File: src/rtl/id_ex_operand_stage.sv
// ID/EX pipeline register feeding the ALU: captures decoded operands and control,
// resolves EX/MEM and MEM/WB forwarding, and inserts a bubble on a load-use hazard.
module id_ex_operand_stage #(
  parameter int                  DATA_WIDTH = 32,
  parameter int                  REG_ADDR_W = 5,
  parameter int                  OP_WIDTH   = 4,
  parameter logic [OP_WIDTH-1:0] NOP_OP     = '0
) (
  input  logic                  clk,
  input  logic                  reset,
  input  logic                  stall_i,
  input  logic                  flush_i,
  input  logic                  valid_i,
  input  logic [OP_WIDTH-1:0]   alu_op_i,
  input  logic                  alu_src_i,
  input  logic                  reg_write_i,
  input  logic                  mem_read_i,
  input  logic [REG_ADDR_W-1:0] rs_addr_i,
  input  logic [REG_ADDR_W-1:0] rt_addr_i,
  input  logic [REG_ADDR_W-1:0] rd_addr_i,
  input  logic [DATA_WIDTH-1:0] rs_data_i,
  input  logic [DATA_WIDTH-1:0] rt_data_i,
  input  logic [DATA_WIDTH-1:0] imm_i,
  input  logic                  exmem_reg_write_i,
  input  logic [REG_ADDR_W-1:0] exmem_rd_i,
  input  logic [DATA_WIDTH-1:0] exmem_data_i,
  input  logic                  memwb_reg_write_i,
  input  logic [REG_ADDR_W-1:0] memwb_rd_i,
  input  logic [DATA_WIDTH-1:0] memwb_data_i,
  output logic [OP_WIDTH-1:0]   alu_operation_o,
  output logic [DATA_WIDTH-1:0] a_o,
  output logic [DATA_WIDTH-1:0] b_o,
  output logic [DATA_WIDTH-1:0] store_data_o,
  output logic [REG_ADDR_W-1:0] rd_o,
  output logic                  reg_write_o,
  output logic                  mem_read_o,
  output logic                  valid_o,
  output logic                  hazard_o
);

  logic                  r_valid;
  logic [OP_WIDTH-1:0]   r_alu_op;
  logic                  r_alu_src;
  logic                  r_reg_write;
  logic                  r_mem_read;
  logic [REG_ADDR_W-1:0] r_rs_addr;
  logic [REG_ADDR_W-1:0] r_rt_addr;
  logic [REG_ADDR_W-1:0] r_rd;
  logic [DATA_WIDTH-1:0] r_rs_data;
  logic [DATA_WIDTH-1:0] r_rt_data;
  logic [DATA_WIDTH-1:0] r_imm;

  logic                  w_hazard;
  logic [DATA_WIDTH-1:0] w_fwd_rs;
  logic [DATA_WIDTH-1:0] w_fwd_rt;

  // Youngest producer wins; register 0 is hard-wired and never forwarded.
  function automatic logic [DATA_WIDTH-1:0] fwd_sel(
    input logic [REG_ADDR_W-1:0] src,
    input logic [DATA_WIDTH-1:0] reg_data,
    input logic                  xm_we,
    input logic [REG_ADDR_W-1:0] xm_rd,
    input logic [DATA_WIDTH-1:0] xm_data,
    input logic                  mw_we,
    input logic [REG_ADDR_W-1:0] mw_rd,
    input logic [DATA_WIDTH-1:0] mw_data
  );
    if (xm_we && (xm_rd != '0) && (xm_rd == src))
      return xm_data;
    else if (mw_we && (mw_rd != '0) && (mw_rd == src))
      return mw_data;
    else
      return reg_data;
  endfunction

  // rt only matters for the hazard when it is actually read as operand B.
  assign w_hazard = r_valid && r_mem_read && (r_rd != '0) && valid_i &&
                    ((rs_addr_i == r_rd) || ((rt_addr_i == r_rd) && !alu_src_i));

  always_ff @(posedge clk or negedge reset) begin
    if (!reset) begin
      r_valid     <= 1'b0;
      r_alu_op    <= NOP_OP;
      r_alu_src   <= 1'b0;
      r_reg_write <= 1'b0;
      r_mem_read  <= 1'b0;
      r_rs_addr   <= '0;
      r_rt_addr   <= '0;
      r_rd        <= '0;
      r_rs_data   <= '0;
      r_rt_data   <= '0;
      r_imm       <= '0;
    end else if (flush_i || w_hazard) begin
      // Bubble overrides stall so the stalled load can advance.
      r_valid     <= 1'b0;
      r_alu_op    <= NOP_OP;
      r_alu_src   <= 1'b0;
      r_reg_write <= 1'b0;
      r_mem_read  <= 1'b0;
      r_rs_addr   <= '0;
      r_rt_addr   <= '0;
      r_rd        <= '0;
      r_rs_data   <= '0;
      r_rt_data   <= '0;
      r_imm       <= '0;
    end else if (!stall_i) begin
      r_valid     <= valid_i;
      r_alu_op    <= alu_op_i;
      r_alu_src   <= alu_src_i;
      r_reg_write <= reg_write_i && valid_i;
      r_mem_read  <= mem_read_i && valid_i;
      r_rs_addr   <= rs_addr_i;
      r_rt_addr   <= rt_addr_i;
      r_rd        <= rd_addr_i;
      r_rs_data   <= rs_data_i;
      r_rt_data   <= rt_data_i;
      r_imm       <= imm_i;
    end
  end

  // Operand stage boundary: forwarding on registered source addresses.
  always_comb begin
    w_fwd_rs = fwd_sel(r_rs_addr, r_rs_data, exmem_reg_write_i, exmem_rd_i, exmem_data_i,
                       memwb_reg_write_i, memwb_rd_i, memwb_data_i);
    w_fwd_rt = fwd_sel(r_rt_addr, r_rt_data, exmem_reg_write_i, exmem_rd_i, exmem_data_i,
                       memwb_reg_write_i, memwb_rd_i, memwb_data_i);
  end

  assign a_o             = w_fwd_rs;
  assign b_o             = r_alu_src ? r_imm : w_fwd_rt;
  assign store_data_o    = w_fwd_rt;
  assign alu_operation_o = r_alu_op;
  assign rd_o            = r_rd;
  assign reg_write_o     = r_reg_write;
  assign mem_read_o      = r_mem_read;
  assign valid_o         = r_valid;
  assign hazard_o        = w_hazard;

endmodule

File: config.mk
export PLATFORM = sky130hd
export DESIGN_NAME = id_ex_operand_stage
export DESIGN_NICKNAME = d
export VERILOG_FILES = /design/src/rtl/id_ex_operand_stage.sv
export SDC_FILE = /design/constraint.sdc
export NUM_CORES = 1
export LEC_CHECK = 0
export ABC_AREA = 0
export BUFFER_PORTS_ARGS = -buffer_cell sky130_fd_sc_hd__buf_4
export CORE_UTILIZATION = 27
export DETAILED_ROUTE_END_ITERATION = 10
export PLACE_DENSITY = 0.51
export SLEW_MARGIN = 20
export SYNTH_ARGS = -nofsm -noshare
export SYNTH_HDL_FRONTEND = slang
export SYNTH_SLANG_ARGS = --single-unit
File: constraint.sdc
create_clock -name clk -period 3.1 [get_ports clk]
set_clock_uncertainty 0.1 [all_clocks]
set_input_delay 0.62 -clock clk [delete_from_list [all_inputs] [get_ports clk]]
set_output_delay 0.62 -clock clk [all_outputs]
set_load 0.1 [all_outputs]
== Word level (Yosys, flattened, before mapping) ==
Cells that the tools add are included.
Word-level totals
  bits in registers: 119
  word-level logic and storage cells: 64
Cells by class
  eq/ne operators: 7
  mux-type cells: 27
  reductions and logical operators: 19
Operators by type and width (count)
  $mux 32: 11
  $eq 5x5->1: 6
  $mux 5: 6
  $reduce_bool 5->1: 3
  $logic_and 1x1->1: 13
  $mux 1: 8
  $mux 4: 2
  $logic_or 1x1->1: 2
  $ne 2x1->1 const B: 1
  $logic_not 1->1: 1

== Depth between registers and ports, before layout ==
Gate-level depths: netlist (run 1).
  depth after elaboration: 6
  mapped depth: 7
  gate-level depth less buffers: 5

== Worst setup path after synthesis (run 1) ==
No wires, ideal clock.
  path kind: input -> output
  from: input port exmem_rd_i[1]
  to: output port b_o[23]
  arrival: 4.040 ns
  required time: 2.380 ns
  setup slack: -1.660 ns
  stages on the path: 7
  path buffers: 2
  cells stage by stage: or4_1 o211ai_2 or2_1 buf_2 buf_4 nor2_1 o31ai_1
Between the ends
  word-level cells in the longest chain between the ends: 5
RTL lines
  start: declaration: line 25  | input logic [REG_ADDR_W-1:0] exmem_rd_i,
  $reduce_bool 5->1: line 68  | if (xm_we && (xm_rd != '0) && (xm_rd == src))
  $logic_and 1x1->1: line 68
  $logic_and 1x1->1 *: line 68
  $mux 32 *: line 68
  $mux 32 *: line 130  | assign b_o = r_alu_src ? r_imm : w_fwd_rt;
  end: declaration: line 32  | output logic [DATA_WIDTH-1:0] b_o,
Mark *: on every way between the ends. The rest lies on a longest branch, timed or not.

== Worst setup path after layout (run 1) ==
  from: input port exmem_rd_i[4]
  to: output port b_o[13]
Same word-level chain as after synthesis.

==> impl_metrics.csv, run 1 <==
group,metric,value,unit
layout,drive_gt1_share,57.41,%
setup_path,slowest_delay,550,ps
placement,portBuffers,307,
yosys,yosys_warnings,0,
layout,final_area,14560,um2
flow_run,max_cap_viol_count,0,
floorplan,die_w,164.0,um
layout,regArea,2985,um2
placement,gp_congestion,0.7643,
yosys,synthCells,763,
yosys,synth_area_leaders,"dfrtp_1 (42%), mux2i_1 (21%), nor2_1 (8.4%)",
yosys,synth_edf_count,0,
routing,drtIter0Drc,265,
layout,areaGrowthSynthToFinish,105.6,%
routing,vias,7282,
sta,fin_crit_sh,106.7,%
placement,placed_area,11600,um2
setup_path,path_class,"primary input to output pin",
yosys,postSynthAreaPerCell,9.283,um2
power_and_ir_drop,power_density,437.2,nW/um2
yosys,synth_top_area_share,42.04,%
global_routing,grtUsageTotal,21.71,%
floorplan,core,25470,um2
yosys,synthArstFlopShare,100.0,%
floorplan,die_area,26880,um2
global_routing,antenna_found_initial,1,
routing,drtAntennaViolNets,0,
clocking,clk_latency,420,ps
placement,dp_hpwl,20060,um
global_routing,grt_max_degree,56,
floorplan,start_util,27.81,%
layout,fillerInstances,2140,
layout,final_nets,1360,
layout,final_cell_mix,"buf_4 (294), nor2_1 (127), mux2i_1 (117)",
yosys,synth-simple-area-share,14.47,%
yosys,yosysUniqueCellTypes,33,
sta,hold_viol,0,
floorplan,row_count,58,
clocking,cts_tree,"done",
setup_path,cp_common_cell,"buf_12",
clocking,htreeDepth,4,
setup_path,cp_slowest_cell,"or4_4",
sta,report.final.setup_viol,65,
clocking,numClockSinks,119,
status,violations,"negative setup slack",
routing,wl_per_cell,19.60,um
yosys,synthAdderAreaFrac,0,%
sta,fin_ws,-207.4,ps
power_and_ir_drop,p_leak,0.006536,uW
sta,finalSetupTns,-7171,ps
sta,worstMarginPinSlew,731.7,ps
yosys,yosys_most_used_dff,"dfrtp_1",
sta,period_minus_slack,3307,ps
global_routing,grt_pass1_wl,44110,um
yosys,yosys-mux-area-fraction,25.68,%
yosys,synth_compound_area_share,8.868,%
status,status,"complete, but fails checks",
clocking,cts_root_buf,"clkbuf_16",
setup_path,crit_family,"simple AND/OR/NAND/NOR gates",
yosys,synth-seq-area-share,42.04,%
setup_path,critPathRequiredTime,2380,ps
clocking,cts_made_buffers,17,
setup_path,path_cells,"buf_6 -> or4_4 -> o211ai_4 -> or2_4 -> buf_12 -> buf_16 -> a31oi_4 -> mux2_4 -> buf_12",
power_and_ir_drop,irDropWorstVdd,0.2666,mV
global_routing,grt_pass1_vias,7687,
setup_path,end_kind,"output pin",
sta,slew_viol_final,0,
routing,wl,29500,um
sta,fmax,302.4,MHz
yosys,syn_nets,962,
floorplan,die-height,164.0,um
placement,post-place-ws,-306.1,ps
yosys,synth_xor_area_share,3.710,%
yosys,ys_ff_latch,119,
routing,vias_per_cell,4.839,
clocking,path_clk_slew,60,ps
clocking,hold_buffers,0,
sta,rsz0062_at_grt,"true",
yosys,synth_top_family_by_area,"multiplexers",
floorplan,io_pins,308,
setup_path,path_buf_inv,4,
global_routing,overflow,0,
layout,final_common_cell,"buf_4",
min_path,hp-class,"primary input to asynchronous set/reset pin",
setup_path,cp-start-kind,"primary input",
setup_path,path_max_fanout,8,
routing,dr.pass1.iters,4,
setup_path,worstPathArrival,2590,ps
routing,drc,0,
clocking,cts_buffer_depth,2,
yosys,synth_area,7083,um2
yosys,yosys.area.top_type,"dfrtp_1",
layout,multi_input_area,5350,um2
sta,relSlewSlack,51.22,%
## report_power, final
group | internal, uW | leakage, uW | switching, uW
Combinational | 1080 | 0.00466 | 1480
Sequential | 1640 | 0.00157 | 79.4
Clock | 1280 | 0.000301 | 806
## layout make-up
type / count / area share (%)
Multi-Input combinational cell: 551 / 36.74
Timing Repair Buffer: 441 / 34.86
Sequential cell: 119 / 20.50
Clock buffer: 17 / 2.921
Tap cell: 330 / 2.836
Clock inverter: 15 / 1.323
Inverter: 31 / 0.7991
Antenna cell: 1 / 0.01719
## final timing paths
check,startpoint,to,slack [ps],depth (start not counted)
min in group clk,rd_addr_i[1],rd_o[1]$_DFFE_PN0P_,340,3
max,exmem_rd_i[4],b_o[13],-210,9
max in group asynchronous,reset,r_rs_addr[3]$_DFFE_PN0P_,1930,2
max reg2reg,rd_o[3]$_DFFE_PN0P_,r_rt_data[17]$_DFFE_PN0P_,940,5
min,reset,r_imm[4]$_DFFE_PN0P_,110,1
min reg2reg,r_rt_data[25]$_DFFE_PN0P_,r_rt_data[25]$_DFFE_PN0P_,420,2
## Yosys cell counts, types with 2 or more instances
cell type,count
nor2_1,159
mux2i_1,148
dfrtp_1,119
clkbuf_1,42
a21oi_1,33
inv_1,31
nor3_1,31
a31oi_1,30
mux2_2,30
o21ai_0,30
or3_1,30
xnor2_1,26
buf_1,9
buf_2,8
nand2_1,4
nand4_1,4
xor2_1,4
buf_4,3
or4_1,3
a211oi_1,2
a22oi_1,2
nand3_1,2
o21a_1,2
o31ai_1,2
## kinds of logic (layout without fill, tap and decap cells)
group,after synthesis,in the layout
mux,178,178
compound gates,108,108
xor+xnor,30,30
simple gates,235,235
buf+inv,93,504
other cells,0,1
flops,119,119
## flip-flops by register name, summed over array words and instances (netlist names)
name,cells
rd_o,5
valid_o,1
alu_operation_o,4
reg_write_o,1
mem_read_o,1
r_rs_data,32
r_rs_addr,5
r_imm,32
r_rt_addr,5
r_rt_data,32
r_alu_src,1
## repair_timing
item	in CTS	in global routing
setup endpoints to repair	96	96
buffers inserted	17	5
gates cloned	7	3
pin swaps	32	19
resized for setup	337	108
## per-stage QoR
step | power [uW] | hold slack, ps | std cells | utilization (%)
floorplan | 3139 | 224.4 | 763 | -
global placement | 3820 | 398.8 | 1444 | 45.55
detailed placement | 3828 | 410.3 | 1444 | 45.55
CTS | 6332 | 114.1 | 1499 | 54.72
global route | 6618 | 132.3 | 1505 | 57.17
finish | 6367 | 108.7 | 1505 | 57.17
## metal layers
metal	vias up	global-route usage [%]	share of wire, %
met2	227	36.48	50
met1	3577	27.78	42
met3	28	5.126	6.1
met4	0	5.808	1.6
met5	-	0	0
li1	3450	-	-
Note: power is estimated with default switching activity, not from simulation.
==> inputs of run 2 (changes only) <==
Settings changed: CELL_PAD_IN_SITES_DETAIL_PLACEMENT from default to 1, CELL_PAD_IN_SITES_GLOBAL_PLACEMENT from default to 1, PLACE_DENSITY 0.51 to 0.66.
==> impl_metrics.csv, run 2 (same netlist as run 1, synthesis figures left out) <==
group,metric,value,unit
status,status,"complete, but fails checks",
status,violations,"negative setup slack",
sta,fin_crit_sh,107.1,%
routing,drtAntennaViolNets,0,
setup_path,path_cells,"buf_6 -> or4_4 -> o211ai_4 -> buf_4 -> buf_8 -> buf_12 -> nor3_1 -> a31oi_4 -> mux2_4 -> buf_12",
setup_path,end_kind,"output pin",
sta,report.final.setup_viol,87,
sta,period_minus_slack,3322,ps
layout,fillerInstances,2601,
global_routing,grt_max_degree,61,
placement,portBuffers,307,
sta,rsz0062_at_grt,"true",
routing,drtIter0Drc,226,
setup_path,worstPathArrival,2600,ps
routing,dr.pass1.iters,7,
floorplan,row_count,58,
clocking,cts_buffer_depth,2,
placement,placed_cells,1433,
routing,wl,32320,um
clocking,path_clk_slew,60,ps
floorplan,start_util,27.81,%
clocking,cts_made_buffers,17,
flow_run,max_cap_viol_count,0,
routing,wl_met2,16860,um
layout,areaGrowthSynthToFinish,101.0,%
power_and_ir_drop,power,6289,uW
placement,gp_congestion,0.7786,
power_and_ir_drop,irDropWorstVdd,0.2924,mV
layout,drive_gt1_share,55.49,%
layout,stdcell_count,1497,
floorplan,die-height,164.0,um
floorplan,die_area,26880,um2
routing,wl_met3,1876,um
min_path,hp-class,"primary input to asynchronous set/reset pin",
placement,dp_hpwl,21520,um
global_routing,grt_pass1_wl,47820,um
layout,top_regs,"r_imm: 32 flops, r_rs_data: 32 flops, r_rt_data: 32 flops",
global_routing,grtUsageTotal,23.57,%
clocking,clk_latency,410,ps
clocking,cts_root_buf,"clkbuf_16",
sta,worstMarginPinSlew,699.7,ps
routing,highest_layer,"met5",
setup_path,path_class,"primary input to output pin",
setup_path,path_max_fanout,9,
layout,multi_input_area,5156,um2
layout,regArea,2982,um2
routing,vias_per_cell,4.957,
sta,fin_ws,-221.5,ps
layout,final_common_cell,"buf_4",
global_routing,overflow,0,
sta,relSlewSlack,53.35,%
routing,met1_length,12780,um
routing,drc,0,
clocking,numClockSinks,119,
setup_path,critPathRequiredTime,2380,ps
floorplan,die_w,164.0,um
clocking,hold_buffers,0,
sta,hold_viol,0,
setup_path,cp_slowest_cell,"or4_4",
setup_path,cp-start-kind,"primary input",
power_and_ir_drop,power_density,441.8,nW/um2
clocking,cts_tree,"done",
sta,fmax,301.1,MHz
setup_path,crit_family,"buffers and inverters",
setup_path,cp_common_cell,"buf_12",
layout,final_nets,1352,
setup_path,path_buf_inv,5,
routing,vias,7421,
clocking,htreeDepth,4,
routing,wl_per_cell,21.59,um
layout,final_cell_mix,"buf_4 (279), nor2_1 (126), mux2i_1 (125)",
setup_path,slowest_delay,560,ps
global_routing,grt_pass1_vias,8362,
floorplan,core,25470,um2
sta,slew_viol_final,0,
global_routing,antenna_found_initial,2,
power_and_ir_drop,p_leak,0.006395,uW
layout,final_util,55.88,%
floorplan,io_pins,308,
==> run 2: cell types whose count changed in the layout (fill, tap and decap cells not counted), sizes merged <==
cell      before  now
inv           36   34
clkinvlp       1    6
bufinv         3    2
clkinv         6    3
buf          438  430
clkbuf        20   21
==> run 2: final timing paths <==
check	startpoint	endpoint	slack [ps]	depth (start not counted)
setup / recovery	exmem_rd_i[4]	b_o[13]	-220	10
hold / removal	reset	r_imm[4]$_DFFE_PN0P_	60	1
setup reg to reg	rd_o[2]$_DFFE_PN0P_	r_rs_data[2]$_DFFE_PN0P_	820	6
hold reg to reg	r_rt_data[10]$_DFFE_PN0P_	r_rt_data[10]$_DFFE_PN0P_	420	2
max in group asynchronous	reset	r_alu_src$_DFFE_PN0P_	1990	2
min in group clk	rs_data_i[23]	r_rs_data[23]$_DFFE_PN0P_	340	3
==> run 2: area by class of cell <==
cell class	count	share of cell area [%]
clock inverters	14	1.055
well taps	330	2.901
diodes	1	0.01758
clock buffers	18	3.085
inverters	31	0.8174
multi-input cells	551	36.22
repair buffers	433	34.96
flip-flops and latches	119	20.95
==> run 2: what timing repair did <==
action | CTS | global route
pin swaps | 24 | 26
gates resized for setup | 328 | 93
buffers inserted | 20 | 7
cloned | 4 | 5
setup endpoints to repair | 96 | 96
==> run 2: through the flow <==
step,cell area (um2),hold slack (ps),setup WS [ps],TNS [ps]
after detailed placement,11510,408.8,-220.6,-12700
after global placement,11510,396.8,-215.5,-11480
after global routing,14230,85.66,-245.3,-13830
final,14230,58.31,-221.5,-9370
after floorplan,8117,224.4,-373.2,-11760
after CTS,13750,60.25,-209.4,-6525
==> run 2: layer usage <==
layer | up-vias | GRT usage, %
met2 | 247 | 42.32
li1 | 3431 | -
met3 | 46 | 5.581
met5 | - | 0
met1 | 3695 | 27.75
met4 | 2 | 6.692
==> run 2: power by group <==
group	switching (uW)	leakage, uW	internal (uW)	total (uW)
clock	798	0.000271	1210	2010
combinational	1500	0.00455	1060	2560
sequential	75.6	0.00158	1640	1720
total	2380	0.00639	3910	6290
==> inputs of run 3 (changes only) <==
Settings changed: CORE_MARGIN from default to 1.5, CORE_UTILIZATION 27 to 35, PLACE_DENSITY 0.66 to 0.82.
==> impl_metrics.csv, run 3 (same netlist as run 1, synthesis figures left out) <==
group,metric,value,unit
status,status,"complete, but fails checks",
status,violations,"negative setup slack",
sta,slew_viol_final,0,
setup_path,reg2reg_slack,430,ps
routing,drtAntennaViolNets,0,
sta,rsz0062_at_grt,"true",
routing,wl,52300,um
setup_path,slowest_delay,510,ps
global_routing,overflow,0,
sta,hold_viol,0,
routing,wl_per_cell,36.57,um
power_and_ir_drop,irDropWorstVdd,0.3773,mV
clocking,cts_root_buf,"clkbuf_16",
sta,report.final.setup_viol,96,
layout,areaGrowthSynthToFinish,101.7,%
clocking,cts_tree,"done",
routing,dr.pass1.iters,5,
global_routing,grt_pass1_wl,59440,um
routing,drc,0,
placement,dp_hpwl,21260,um
sta,period_minus_slack,3553,ps
clocking,htreeDepth,4,
layout,final_cell_mix,"buf_4 (268), nor2_1 (149), mux2i_1 (120)",
routing,drtIter0Drc,739,
power_and_ir_drop,p_leak,0.006425,uW
min_path,hp-class,"primary input to asynchronous set/reset pin",
setup_path,path_class,"flop to output pin",
clocking,cts_buffer_depth,2,
layout,top_regs,"r_imm: 32 flops, r_rs_data: 32 flops, r_rt_data: 32 flops",
layout,final_nets,1343,
setup_path,cp-start-kind,"flop",
setup_path,end_kind,"output pin",
clocking,numClockSinks,119,
setup_path,cp_slowest_cell,"nor3_1",
power_and_ir_drop,power,6702,uW
setup_path,path_cells,"xnor2_1 -> nand4_1 -> buf_4 -> nor3_1 -> a31oi_4 -> mux2_4 -> buf_12",
setup_path,worstPathArrival,2830,ps
floorplan,die_area,21100,um2
sta,fin_ws,-452.8,ps
sta,relSlewSlack,48.45,%
setup_path,critPathRequiredTime,2380,ps
floorplan,core,19650,um2
floorplan,start_util,36.04,%
sta,fin_crit_sh,114.6,%
sta,fmax,281.5,MHz
flow_run,max_cap_viol_count,0,
layout,drive_gt1_share,55.57,%
layout,fillerInstances,1876,
setup_path,path_max_fanout,13,
routing,vias_per_cell,6.271,
clocking,path_clk_slew,70,ps
placement,gp_congestion,0.8652,
sta,worstMarginPinSlew,773.3,ps
global_routing,grtUsageTotal,37.42,%
clocking,clk_latency,420,ps
global_routing,top_usage_layer,"met2",
placement,portBuffers,307,
power_and_ir_drop,power_density,469.0,nW/um2
global_routing,gr-usage-met2,67.88,%
global_routing,antenna_found_initial,6,
clocking,hold_buffers,0,
floorplan,die-height,145.3,um
layout,final_common_cell,"buf_4",
setup_path,path_buf_inv,2,
global_routing,grt_pass1_vias,9270,
floorplan,row_count,51,
global_routing,grt.met1_usage,40.09,%
floorplan,die_w,145.3,um
global_routing,met3_usage,8.019,%
clocking,cts_made_buffers,17,
layout,final_util,72.71,%
floorplan,io_pins,308,
routing,vias,8967,
global_routing,grt_max_degree,120,
setup_path,crit_family,"simple AND/OR/NAND/NOR gates",
-- run 3: worst paths after layout --
path	start	endpoint	cells after the start
worst min register to register	r_imm[26]$_DFFE_PN0P_	r_imm[26]$_DFFE_PN0P_	2
worst max-delay path	r_rt_addr[1]$_DFFE_PN0P_	b_o[19]	7
max in group asynchronous	reset	r_alu_src$_DFFE_PN0P_	2
min in group clk	rs_data_i[12]	r_rs_data[12]$_DFFE_PN0P_	3
worst min-delay path	reset	r_imm[16]$_DFFE_PN0P_	2
worst max register to register	rd_o[3]$_DFFE_PN0P_	r_rt_data[1]$_DFFE_PN0P_	5
-- run 3: report_power, final --
group	leakage, uW	total [uW]	switching, uW	internal, uW
registers	0.00157	1750	112	1640
clock network	0.000286	2190	864	1330
logic	0.00456	2760	1690	1070
-- run 3: through the flow --
| stage | hold WS, ps | cell area [um2] | setup TNS [ps] | worst slack [ps] | std cells |
|---|---|---|---|---|---|
| after floorplan | 224.4 | 8117 | -11760 | -373.2 | 763 |
| after global placement | 395.6 | 11290 | -9340 | -193.8 | 1355 |
| after detailed placement | 407.6 | 11290 | -14460 | -312.0 | 1355 |
| after CTS | 235.4 | 13910 | -8840 | -224.5 | 1415 |
| after global routing | 240.7 | 14290 | -23570 | -430.5 | 1430 |
| final | 129.1 | 14290 | -21430 | -452.8 | 1430 |
-- run 3: layer usage --
layer  share of wire, %  wire length (um)
met1                 33             17020
met2                 49             25750
met3                8.5              4465
met4                9.6              5012
met5               0.11                55
-- run 3: repair_timing --
item                                   4_1_cts  5_1_grt
endpoints found under the hold margin        0        0
pin swaps                                   41       25
cloned                                       9        2
resized for setup                          361      101
buffers inserted                            19       11
setup endpoints to repair                   96       96
-- run 3: final cells by class --
| class | instances | area, um2 | share of cell area [%] |
|---|---|---|---|
| diodes | 8 | 20.02 | 0.1401 |
| clock buffers | 20 | 466.7 | 3.266 |
| clock inverters | 12 | 150.1 | 1.051 |
| inverters | 31 | 116.4 | 0.8143 |
| multi-input cells | 551 | 5304 | 37.12 |
| flip-flops and latches | 119 | 2983 | 20.87 |
| well taps | 265 | 331.6 | 2.320 |
| repair buffers | 424 | 4918 | 34.42 |
